===== src/rtl/fpu_cvt_arbiter.sv =====
// fpu_cvt_arbiter: shares one external combinational INT32->F32 converter
// between REQ_NUM requesters. Round-robin issue (one per cycle), LATENCY-deep
// result pipeline tagged with the owner ID, whole-pipeline stall on backpressure.
// Optional macro FPU_CVT_ARB_PERF_EN adds PERF_ISSUE / PERF_STALL counters.
module fpu_cvt_arbiter #(
    parameter int REQ_NUM = 4,
    parameter int LATENCY = 2
) (
    input  logic                   CLK,
    input  logic                   nRST,
    input  logic [REQ_NUM-1:0]     REQ_VALID,
    output logic [REQ_NUM-1:0]     REQ_READY,
    input  logic [32*REQ_NUM-1:0]  REQ_DATA,
    output logic [31:0]            CVT_A,
    input  logic [31:0]            CVT_O,
    output logic [REQ_NUM-1:0]     RES_VALID,
    input  logic [REQ_NUM-1:0]     RES_READY,
    output logic [31:0]            RES_DATA,
    output logic                   BUSY
`ifdef FPU_CVT_ARB_PERF_EN
    ,
    output logic [31:0]            PERF_ISSUE,
    output logic [31:0]            PERF_STALL
`endif
);

    localparam int IDW = (REQ_NUM > 1) ? $clog2(REQ_NUM) : 1;
    localparam int LST = LATENCY - 1;

    // Stage 0 is S1 (loaded on accept), stage LST drives the result outputs.
    logic [LATENCY-1:0]          r_vld;
    logic [LATENCY-1:0][IDW-1:0] r_id;
    logic [LATENCY-1:0][31:0]    r_data;
    logic [IDW-1:0]              r_ptr;

    logic                        w_adv;
    logic                        w_res_rdy;
    logic                        w_found;
    logic                        w_grant;
    logic [IDW-1:0]              w_win;
    logic [IDW-1:0]              w_ptr_nxt;

    // Advance: last stage empty or its owner is taking the result this cycle.
    always_comb begin
        w_res_rdy = 1'b0;
        for (int k = 0; k < REQ_NUM; k++) begin
            if (r_id[LST] == IDW'(k) && RES_READY[k])
                w_res_rdy = 1'b1;
        end
        w_adv = !r_vld[LST] || w_res_rdy;
    end

    // Round-robin search starting at the pointer, wrapping at REQ_NUM-1.
    always_comb begin
        logic [IDW:0] sum;
        w_found = 1'b0;
        w_win   = '0;
        sum     = '0;
        for (int k = 0; k < REQ_NUM; k++) begin
            sum = {1'b0, r_ptr} + (IDW+1)'(k);
            if (sum >= (IDW+1)'(REQ_NUM))
                sum = sum - (IDW+1)'(REQ_NUM);
            if (!w_found && REQ_VALID[sum[IDW-1:0]]) begin
                w_found = 1'b1;
                w_win   = sum[IDW-1:0];
            end
        end
        w_grant = w_found && w_adv;
    end

    // Grant fan-out, converter operand mux and result routing.
    always_comb begin
        REQ_READY = '0;
        RES_VALID = '0;
        CVT_A     = '0;
        for (int k = 0; k < REQ_NUM; k++) begin
            if (w_grant && w_win == IDW'(k)) begin
                REQ_READY[k] = 1'b1;
                CVT_A        = REQ_DATA[32*k +: 32];
            end
            if (r_vld[LST] && r_id[LST] == IDW'(k))
                RES_VALID[k] = 1'b1;
        end
        RES_DATA = r_data[LST];
        BUSY     = |r_vld;
    end

    // Pointer moves just past the winner so every waiter is reached in turn.
    always_comb begin
        if (w_win == IDW'(REQ_NUM - 1))
            w_ptr_nxt = '0;
        else
            w_ptr_nxt = w_win + 1'b1;
    end

    // Result pipeline: shifts as a whole on advance, holds entirely otherwise.
    always_ff @(posedge CLK) begin
        if (!nRST) begin
            r_vld  <= '0;
            r_id   <= '0;
            r_data <= '0;
        end else if (w_adv) begin
            r_vld[0]  <= w_grant;
            r_id[0]   <= w_grant ? w_win : '0;
            r_data[0] <= w_grant ? CVT_O : 32'd0;
            for (int s = 1; s < LATENCY; s++) begin
                r_vld[s]  <= r_vld[s-1];
                r_id[s]   <= r_id[s-1];
                r_data[s] <= r_data[s-1];
            end
        end
    end

    // Round-robin pointer update on each accepted request.
    always_ff @(posedge CLK) begin
        if (!nRST)
            r_ptr <= '0;
        else if (w_grant)
            r_ptr <= w_ptr_nxt;
    end

`ifdef FPU_CVT_ARB_PERF_EN
    logic [31:0] r_perf_issue;
    logic [31:0] r_perf_stall;

    // Issue count and cycles where someone wanted to issue but the pipe was held.
    always_ff @(posedge CLK) begin
        if (!nRST) begin
            r_perf_issue <= '0;
            r_perf_stall <= '0;
        end else begin
            if (w_grant)
                r_perf_issue <= r_perf_issue + 32'd1;
            if ((|REQ_VALID) && !w_adv)
                r_perf_stall <= r_perf_stall + 32'd1;
        end
    end

    assign PERF_ISSUE = r_perf_issue;
    assign PERF_STALL = r_perf_stall;
`endif

endmodule

===== config.mk =====
export PLATFORM = sky130hd
export DESIGN_NAME = fpu_cvt_arbiter
export DESIGN_NICKNAME = d
export VERILOG_FILES = /design/src/rtl/fpu_cvt_arbiter.sv
export SDC_FILE = /design/constraint.sdc
export NUM_CORES = 1
export LEC_CHECK = 0
export BUFFER_PORTS_ARGS = -buffer_cell sky130_fd_sc_hd__clkbuf_2
export CORE_MARGIN = 1
export CORE_UTILIZATION = 49
export CTS_BUF_LIST = sky130_fd_sc_hd__clkbuf_4 sky130_fd_sc_hd__clkbuf_8
export DETAILED_ROUTE_END_ITERATION = 7
export PLACE_DENSITY_LB_ADDON = 0.25
export SLEW_MARGIN = 20
export SYNTH_ARGS = -nofsm -noshare
export SYNTH_HDL_FRONTEND = slang
export SYNTH_SLANG_ARGS = --single-unit

===== constraint.sdc =====
create_clock -name CLK -period 8.9 [get_ports CLK]
set_input_delay 0.89 -clock CLK [delete_from_list [all_inputs] [get_ports CLK]]
set_output_delay 0.89 -clock CLK [all_outputs]
set_load 0.01 [all_outputs]

==> Word-level counts from Yosys, hierarchy flattened <==
Cells that the tools add are included.
{ "totals": {"register_bits": 72, "inputBits": 170, "output_inout_bits": 73, "word_cells": 91} }
{ "op_classes": {"add_sub_neg": 8, "magnitude_cmp": 8, "eq_ne": 6, "mux": 39, "reduce_logical": 24} }
{ "ops": {"columns": ["op", "n"], "rows": [
  ["2-to-1 mux 32 bit", 5],
  ["2-to-1 mux 1 bit", 20],
  ["2-to-1 mux 2 bit", 10],
  ["logical AND 1 bit", 16],
  ["less-than comparator 2 x 3 -> 1 bit, second input constant", 4],
  ["greater-or-equal comparator 3 bit, second input constant", 3],
  ["binary-select mux 1 bit (select 2 bit)", 4],
  ["equality test 2 bit, second input constant", 4],
  ["subtractor 2 x 1 -> 2 bit, second input constant", 4],
  ["adder 2 x 2 -> 3 bit, second input constant", 2],
  ["equality test 2 x 1 -> 1 bit, second input constant", 2],
  ["logical NOT 1 bit", 4],
  ["logical NOT 2 bit", 2],
  ["adder 2 x 1 -> 3 bit, second input constant", 1],
  ["greater-or-equal comparator 2 x 3 -> 1 bit, second input constant", 1],
  ["adder 2 x 1 -> 2 bit, second input constant", 1],
  ["OR reduction 2 bit", 1],
  ["logical OR 1 bit", 1]
]} }

==> Depth between registers and ports, before layout <==
Gate-level depths: netlist of run 1.
{ "depth": {"ltp_word": 20, "ltp_mapped": 12} }

==> Worst setup path before layout of run 1 <==
OpenSTA, ideal clock, no wires.
{ "synth_path": {"kind": "input -> output", "start": "in REQ_VALID[3]", "end": "out CVT_A[10]", "arrival_time_ns": 3.052, "required_time_ns": 8.010, "slack_ns": 4.958, "stages": 12, "cell_sequence": "or4_1 clkbuf_1 clkbuf_1 and2_1 ha_1 clkbuf_1 nor2b_1 clkbuf_1 buf_2 a221o_1 a22oi_1 nor2_1"} }
{ "synth_between": {"elab_chain_cells": 18, "elab_cells_between_ends": 35, "cone_classes": "3 x eq/ne; 20 x mux; 12 x reduce/logical"} }
{ "synth_rtl": {"columns": ["item", "line_no", "source"], "rows": [
  ["from (decl)", "11", "input logic [REQ_NUM-1:0] REQ_VALID,"],
  ["binary-select mux 1 bit (select 2 bit)", "63", "if (!w_found && REQ_VALID[sum[IDW-1:0]]) begin"],
  ["2-to-1 mux 1 bit (not written as such)", "63", null],
  ["2-to-1 mux 1 bit", "63", null],
  ["logical NOT 1 bit", "63", null],
  ["logical AND 1 bit", "63", null],
  ["2-to-1 mux 1 bit", "63", null],
  ["logical NOT 1 bit", "63", null],
  ["logical AND 1 bit", "63", null],
  ["2-to-1 mux 1 bit", "63", null],
  ["logical NOT 1 bit", "63", null],
  ["logical AND 1 bit", "63", null],
  ["2-to-1 mux 2 bit / 2-to-1 mux 1 bit (equally long branches)", "63", null],
  ["logical NOT 2 bit / logical AND 1 bit (equally long branches)", "77, 68", null],
  ["logical AND 1 bit", "77", "if (w_grant && w_win == IDW'(k)) begin"],
  ["2-to-1 mux 32 bit (3 in a row)", "77", null],
  ["2-to-1 mux 32 bit (*)", "77", null],
  ["to (decl)", "14", "output logic [31:0] CVT_A,"]
]} }
Every way passes the cells marked *; elsewhere a longest branch is shown, timed or not. The select of a mux whose other input is x is not followed.

==> Final worst setup path of run 1 <==
{ "layout_path": {"start": "in REQ_VALID[2]", "end": "out CVT_A[19]"} }
The elaborated chain is that of the path after synthesis.

==> impl_metrics.csv, run 1 <==
group,metric,value,unit
worst_setup_path,crit_type,"in -> out",
outcome,status,"completed",
floorplan,ios,243,
cells_and_area,seq_area,1440,µm²
synth,synth.area.top_cells,"dfxtp_1, a21oi_1, nand2_1",
worst_setup_path,crit_family,"compound AO/OA/AOI/OAI gates",
timing,fmax,206,MHz
worst_setup_path,start_kind,"input port",
synth,synth.most_common_cell,"nand2_1",
floorplan,die_y,94.3,µm
cts,cts_setup_buffers,0,
pwr,ir_drop,85.6,µV
synth,ys_seq_elements,72,
cts,clockBufferDepth,2,
cells_and_area,drive_above_1_share,0.369,
route,wl_per_cell,14.8,µm
worst_setup_path,cp-startpoint,"REQ_VALID[2]",
floorplan,row_count,33,
placement,portBuffers,242,
route,vias,4587,
synth,yosys.area.top_type,"dfxtp_1",
placement,gp_congestion,1.08,
synth,synth_edf_count,0,
worst_setup_path,critPathBufInv,3,
synth,synth_top_family_by_area,"compound AO/OA/AOI/OAI gates",
route,drc,0,
synth,syn_area,4170,µm²
global_routing,grt_max_degree,75,
timing,finalCritPeriodShare,0.546,
synth,muxShareOfSynthArea,0.00840,
worst_setup_path,crit_path_top_delay_cell,"ha_2",
floorplan,dieArea,8890,µm²
synth,synthArstFlopShare,0,
synth,synth_fa_ha_area_frac,0.0120,
synth,synth.avg_cell_area,7.35,µm²
route,viasPerCell,5.39,
cts,clock-root-buffer,"clkbuf_8",
cts,insertion_delay,0.34,ns
worst_setup_path,worstPathRequired,8.01,ns
timing,skew,0.0137,ns
global_routing,antenna_found_initial,1,
worst_setup_path,cp_cell_sequence,"clkbuf_2 > mux2_2 > a221oi_1 > and2_1 > ha_2 > nor2b_2 > buf_4 > a221o_1 > a22oi_1 > nor2_1 > clkbuf_2",
pwr,power.switching,0.415,mW
run,cap_violations,0,
synth,syn_nets,742,
cells_and_area,nFillCells,738,
synth,ys_top_cells_by_count,"nand2_1, a21oi_1, dfxtp_1",
route,routed_wl,12600,µm
placement,hpwl,9110,µm
cells_and_area,layout.nets,914,
global_routing,grt_pass1_wl,18900,µm
timing,setup_viol,0,
worst_setup_path,slowest_delay,0.64,ns
pwr,power.clock.fraction,0.228,
cts,clkSinkCount,72,
cells_and_area,multi_input_area,2080,µm²
pwr,pwr-share-comb,0.441,
cts,post_cts_resized,0,
synth,ys.flop_type,"dfxtp_1",
timing,setup_tns,0,ns
min_path,holdCritStartpoint,"r_data[20]",
pwr,p_int,0.683,mW
cts,htreeDepth,3,
global_routing,track_usage,0.273,
pwr,p_sw_frac,0.378,
synth,synth.top_cell.area_share,0.345,
worst_setup_path,r2r_start,"r_ptr[1]",
global_routing,grt_pass1_vias,4079,
cts,cts_buffers,9,
timing,tightest_slew,0.886,ns
worst_setup_path,critPathCaptureType,"primary output",
worst_setup_path,crit_path_frequent_cell,"clkbuf_2",
timing,finalHoldViolations,0,
route,drt_iter0_markers,275,
pwr,p_seq_frac,0.331,
synth,yosys_warnings,0,
route,firstDrtPassIters,5,
worst_setup_path,cp_max_fo,34,
synth,yosys.area_share.simple,0.192,
route,ant_nets,0,
synth,synth-seq-area-share,0.345,
timing,period_needed,4.86,ns
floorplan,floorplan.core_area,8220,µm²
pwr,p_total,1.10,mW
synth,synth_cells,568,
timing,max-slew-margin-rel,0.409,
cts,tritoncts,"yes",
cells_and_area,syn_to_final_growth,25.5,%
global_routing,overflow,0,
timing,drv_slew,0,
timing,rsz0062_at_grt,"no",
pwr,power_density,210,nW/µm²
worst_setup_path,worstPathArrival,3.97,ns
cts,cts_hold_buf,0,
synth,synth-xor-area-share,0,
pwr,leakage,2.66,nW
floorplan,start_util,0.508,
synth,synth_cell_type_count,34,
synth,synth_compound_area_frac,0.279,
min_path,hold_path_class,"reg -> reg",
floorplan,die_w,94.3,µm
cts,path_clk_slew,0.08,ns
[worst register-to-register path: stages (launching register included)]
cell and delay, ns:
dfxtp_1 0.45, mux2_2 0.37, a221oi_1 0.58, and2_1 0.26, ha_2 0.28, nand4_1 0.07
o21ai_0 0.09
[layout by cell type, fill, tap and decap left out, types with 3 or more instances in the layout]
cell / instances
clkbuf_2: 242
dfxtp_1: 72
nor2b_1: 3
a21oi_1: 102
clkbuf_8: 12
buf_4: 5
nor2_1: 35
inv_1: 35
and3_1: 6
and2_1: 4
a221o_1: 32
nand3_1: 32
a22oi_1: 33
nand2_1: 104
[worst paths after layout]
| path | end | slack, ns | depth (start not counted) |
|---|---|---|---|
| setup / recovery | CVT_A[19] | 4.04 | 11 |
| hold / removal | RES_DATA[20] | 0.44 | 2 |
| setup reg to reg | r_ptr[1] | 6.70 | 6 |
| hold reg to reg | RES_DATA[20] | 0.44 | 2 |
[flip-flops by register name (all words and copies together) (netlist names)]
signal,cells
RES_DATA,32
r_data,32
r_id,4
r_ptr,2
r_vld,2
[power groups by stage]
stage | sequential [mW] | combinational [mW] | clock (mW)
floorplan | 0.366 | 0.336 | 0
global placement | 0.370 | 0.464 | 0
detailed placement | 0.371 | 0.476 | 0
CTS | 0.363 | 0.478 | 0.256
global route | 0.367 | 0.528 | 0.271
finish | 0.364 | 0.484 | 0.250
[stage by stage]
step / utilization / cell area, µm² / setup WS (ns) / cells / hold slack, ns
final: 0.637 / 5240 / 4.04 / 851 / 0.442
after global routing: 0.637 / 5240 / 3.87 / 851 / 0.453
after CTS: 0.635 / 5220 / 3.53 / 850 / 0.447
after detailed placement: 0.611 / 5020 / 3.54 / 834 / 0.443
after global placement: 0.611 / 5020 / 3.77 / 834 / 0.436
after floorplan: - / 4170 / 4.96 / 568 / 0.432
[layout make-up]
| cell class | instances | share of cell area |
|---|---|---|
| Antenna cell | 1 | 0.000478 |
| Timing Repair Buffer | 247 | 0.239 |
| Multi-Input combinational cell | 374 | 0.397 |
| Inverter | 36 | 0.0261 |
| Clock inverter | 4 | 0.00645 |
| Clock buffer | 12 | 0.0315 |
| Sequential cell | 72 | 0.275 |
| Tap cell | 105 | 0.0251 |
[cell families after synthesis]
group,count (synthesis)
buffers and inverters,122
adder cells (fa/ha/maj),4
multiplexers,3
AO/OA/AOI/OAI,177
flip-flops,72
AND/OR/NAND/NOR,190
[metal layers]
metal | vias to the layer above | track usage | share of wire
li1 | 2271 | - | -
met1 | 2088 | 0.319 | 0.40
met2 | 206 | 0.478 | 0.51
met3 | 22 | 0.0623 | 0.074
met4 | 0 | 0.106 | 0.021
met5 | - | 0 | 0
No activity file was read; power rests on OpenSTA's default activity.
==> run 2: changes to the inputs <==
CORE_UTILIZATION = 41   (was 49)
clock period = 4.4 ns   (was 8.9 ns; I/O delays follow)
==> impl_metrics.csv, run 2 (synthesized netlist as in run 1, its figures left out) <==
group,metric,value,unit
worst_setup_path,crit_path_top_delay_cell,"a221oi_1",
timing,setup_tns,0,ns
worst_setup_path,worstPathArrival,3.33,ns
cells_and_area,final_cell_mix,"clkbuf_2, nand2_1, a21oi_1",
cts,cts_setup_buffers,0,
pwr,p_total,2.24,mW
cts,post_cts_resized,0,
floorplan,start_util,0.425,
timing,period_needed,3.77,ns
timing,tightest_slew,0.940,ns
global_routing,track_usage,0.235,
floorplan,die_y,103,µm
route,drc,0,
worst_setup_path,cp-startpoint,"r_ptr[1]",
placement,hpwl,9140,µm
timing,skew,0.0150,ns
cts,cts_hold_buf,0,
route,routed_wl,12600,µm
timing,drv_slew,0,
worst_setup_path,r2r_cells,5,
cts,htreeDepth,3,
placement,portBuffers,242,
cells_and_area,nFillCells,1010,
floorplan,die_w,103,µm
timing,finalCritPeriodShare,0.858,
global_routing,grt_pass1_vias,4044,
worst_setup_path,rrSetupSlack,2.02,ns
worst_setup_path,cp_max_fo,32,
cts,clockBufferDepth,2,
cts,clkSinkCount,72,
timing,rsz0062_at_grt,"no",
timing,setup_ws,0.627,ns
cts,insertion_delay,0.34,ns
worst_setup_path,r2r_start,"r_id[3]",
global_routing,antenna_found_initial,2,
worst_setup_path,slowest_delay,0.56,ns
floorplan,row_count,36,
global_routing,grt_max_degree,75,
cts,path_clk_slew,0.09,ns
route,vias,4586,
cells_and_area,drive_above_1_share,0.369,
global_routing,overflow,0,
timing,max-slew-margin-rel,0.373,
cells_and_area,syn_to_final_growth,26.5,%
placement,place_ws,1.02,ns
min_path,hold_path_class,"in -> reg",
cells_and_area,mostFrequentLayoutCell,"clkbuf_2",
cells_and_area,final_cell_area,5280,µm²
placement,place_area,5070,µm²
global_routing,grt_pass1_wl,19300,µm
cts,cts_buffers,9,
route,wl_per_cell,14.3,µm
outcome,status,"completed",
floorplan,floorplan.core_area,9820,µm²
cells_and_area,fin_util,0.537,
timing,setup_viol,0,
timing,fmax,265,MHz
worst_setup_path,start_kind,"register",
cts,tritoncts,"yes",
worst_setup_path,cp_cell_sequence,"mux2_2 > a221oi_1 > nand2_1 > ha_1 > nor2b_2 > buf_4 > a221o_1 > a22oi_1 > nor2_1 > clkbuf_2",
route,ant_nets,0,
floorplan,dieArea,10600,µm²
worst_setup_path,critPathCaptureType,"primary output",
placement,gp_congestion,0.851,
route,firstDrtPassIters,5,
floorplan,ios,243,
pwr,power_density,424,nW/µm²
cells_and_area,layout.nets,916,
worst_setup_path,crit_end,"CVT_A[12]",
run,cap_violations,0,
timing,finalHoldViolations,0,
route,drt_iter0_markers,265,
worst_setup_path,worstPathRequired,3.96,ns
pwr,leakage,2.68,nW
worst_setup_path,rr_endpoint,"RES_DATA[11]",
route,viasPerCell,5.20,
pwr,ir_drop,197,µV
cts,clock-root-buffer,"clkbuf_8",
worst_setup_path,crit_type,"reg -> out",
run 2: worst min-delay path by stage:
stage,from,to,slack (ns),depth (start not counted)
2_1_floorplan,r_data[0],RES_DATA[0],0.43,2
3_5_place_dp,r_data[17],RES_DATA[17],0.44,2
4_1_cts,CVT_O[2],r_data[2],0.32,3
5_1_grt,CVT_O[26],r_data[26],0.31,3
6_report,CVT_O[28],r_data[28],0.32,3
3_3_place_gp,r_data[15],RES_DATA[15],0.44,2
run 2: routing by layer:
metal | up-vias | track usage | share of wire
met5 | - | 0 | 0
met4 | 0 | 0.112 | 0.027
met3 | 17 | 0.0434 | 0.071
met2 | 211 | 0.406 | 0.51
met1 | 2077 | 0.282 | 0.40
li1 | 2281 | - | -
run 2: through the flow:
stage	hold WS [ns]	cells
finish	0.325	882
global route	0.311	882
CTS	0.316	880
detailed placement	0.443	864
global placement	0.436	864
floorplan	0.432	568
run 2: final cells by class:
type,instances,area (µm²),share of cell area
diodes,2,5.00,0.000948
clock buffers,9,124,0.0235
clock inverters,7,77.6,0.0147
inverters,36,136,0.0258
multi-input cells,374,2060,0.391
flip-flops and latches,72,1440,0.273
well taps,133,166,0.0315
repair buffers,249,1260,0.239
run 2: report_power, final:
| group | internal, mW | switching, mW |
|---|---|---|
| combinational | 0.418 | 0.552 |
| clock | 0.269 | 0.262 |
| sequential | 0.704 | 0.0316 |
run 2: worst max-delay path, delay by kind of cell (launching register included):
kind	cells	cell delay (ns)
buffers and inverters	2	0.41
AOI/OAI and AO/OA	3	1.09
muxes	1	0.37
and+or+nand+nor	3	0.42
DFF	1	0.47
adders and majority gates	1	0.24
==> run 3: changes to the inputs <==
CORE_MARGIN = 3   (was 1)
==> impl_metrics.csv, run 3 (synthesized netlist as in run 1, its figures left out) <==
group,metric,value,unit
outcome,status,"completed",
timing,drv_slew,0,
pwr,leakage,2.68,nW
cts,clkSinkCount,72,
placement,portBuffers,242,
timing,finalHoldViolations,0,
worst_setup_path,rrSetupSlack,2.05,ns
cells_and_area,drive_above_1_share,0.369,
worst_setup_path,rr_endpoint,"RES_DATA[24]",
run,cap_violations,0,
cts,insertion_delay,0.34,ns
worst_setup_path,crit_type,"reg -> out",
worst_setup_path,r2r_start,"r_id[3]",
route,routed_wl,13100,µm
route,drc,0,
pwr,power_density,418,nW/µm²
floorplan,die_y,107,µm
cts,tritoncts,"yes",
min_path,hold_end,"r_data[29]",
worst_setup_path,worstPathArrival,3.53,ns
timing,fmax,252,MHz
cells_and_area,diodes,0,
min_path,hold_path_class,"in -> reg",
timing,tightest_slew,0.895,ns
cts,cts_setup_buffers,0,
floorplan,dieArea,11400,µm²
min_path,holdCritStartpoint,"CVT_O[29]",
cts,path_clk_slew,0.08,ns
timing,setup_tns,0,ns
route,vias,4601,
placement,gp_congestion,0.907,
timing,rsz0062_at_grt,"no",
worst_setup_path,critPathCaptureType,"primary output",
cells_and_area,layout.nets,916,
floorplan,row_count,36,
route,viasPerCell,5.23,
cts,clockBufferDepth,2,
floorplan,ios,243,
timing,holdWs,0.330,ns
timing,skew,0.00979,ns
cells_and_area,syn_to_final_growth,26.4,%
timing,setup_viol,0,
timing,period_needed,3.97,ns
cts,cts_hold_buf,0,
global_routing,overflow,0,
cells_and_area,nFillCells,1008,
cts,post_cts_resized,0,
global_routing,antenna_found_initial,0,
cts,cts_buffers,9,
worst_setup_path,cp_max_fo,31,
timing,finalCritPeriodShare,0.902,
floorplan,die_w,107,µm
floorplan,floorplan.core_area,9820,µm²
cells_and_area,mostFrequentLayoutCell,"clkbuf_2",
global_routing,grt_pass1_wl,20900,µm
route,ant_nets,0,
timing,max-slew-margin-rel,0.404,
cts,htreeDepth,3,
floorplan,start_util,0.425,
worst_setup_path,start_kind,"register",
global_routing,grt_pass1_vias,4465,
min_path,min_path_cells,3,
worst_setup_path,r2r_cells,5,
placement,hpwl,9730,µm
global_routing,grt_max_degree,75,
route,drt_iter0_markers,332,
cells_and_area,fin_util,0.537,
cells_and_area,final_cell_mix,"clkbuf_2, nand2_1, a21oi_1",
global_routing,track_usage,0.225,
route,firstDrtPassIters,5,
route,wl_per_cell,14.9,µm
pwr,ir_drop,174,µV
cts,clock-root-buffer,"clkbuf_8",
worst_setup_path,worstPathRequired,3.96,ns
-- run 3: how the worst max path moves through the flow --
stage	startpoint	slack (ns)	endpoint	cells after the start
2_1_floorplan	REQ_VALID[3]	1.36	CVT_A[10]	12
3_3_place_gp	REQ_VALID[3]	0.69	CVT_A[0]	9
3_5_place_dp	REQ_VALID[0]	0.81	CVT_A[22]	10
4_1_cts	r_ptr[1]	0.42	CVT_A[22]	9
5_1_grt	r_ptr[1]	0.20	CVT_A[22]	9
6_report	r_ptr[1]	0.43	CVT_A[22]	9
-- run 3: per-stage QoR --
step,total power [mW],cells,setup WS [ns],cell area [µm²]
2_1_floorplan,1.42,568,1.36,4170
3_5_place_dp,1.74,864,0.807,5080
6_report,2.20,880,0.430,5270
3_3_place_gp,1.71,864,0.685,5080
4_1_cts,2.22,880,0.418,5270
5_1_grt,2.35,880,0.197,5270
-- run 3: power breakdown --
part | internal [mW] | switching [mW] | leakage (nW)
registers | 0.704 | 0.0321 | 0.594
clock network | 0.230 | 0.248 | 0.0937
logic | 0.429 | 0.557 | 1.99
-- run 3: routing by layer --
layer	track usage	up-vias	wire length, µm
li1	-	2280	-
met1	0.262	2084	5210
met2	0.406	209	6700
met3	0.0403	28	841
met4	0.0913	0	387
met5	0	-	0
-- run 3: area by class of cell --
class                      count  area [µm²]  area share
timing repair buffer         249        1280       0.242
clock inverter                 5        38.8     0.00736
inverter                      36         136      0.0259
sequential                    72        1440       0.273
clock buffer                  11         145      0.0275
tap                          133         166      0.0316
multi-input combinational    374        2070       0.392
-- run 3: critical path, stage by stage, from the launching register on --
cell and delay [ns]:
dfxtp_1 0.47, mux2_2 0.37, a221oi_1 0.64, and2_1 0.25, ha_2 0.56, buf_4 0.36, a21oi_1 0.07, a22oi_1 0.22
nor2_1 0.08, clkbuf_2 0.16
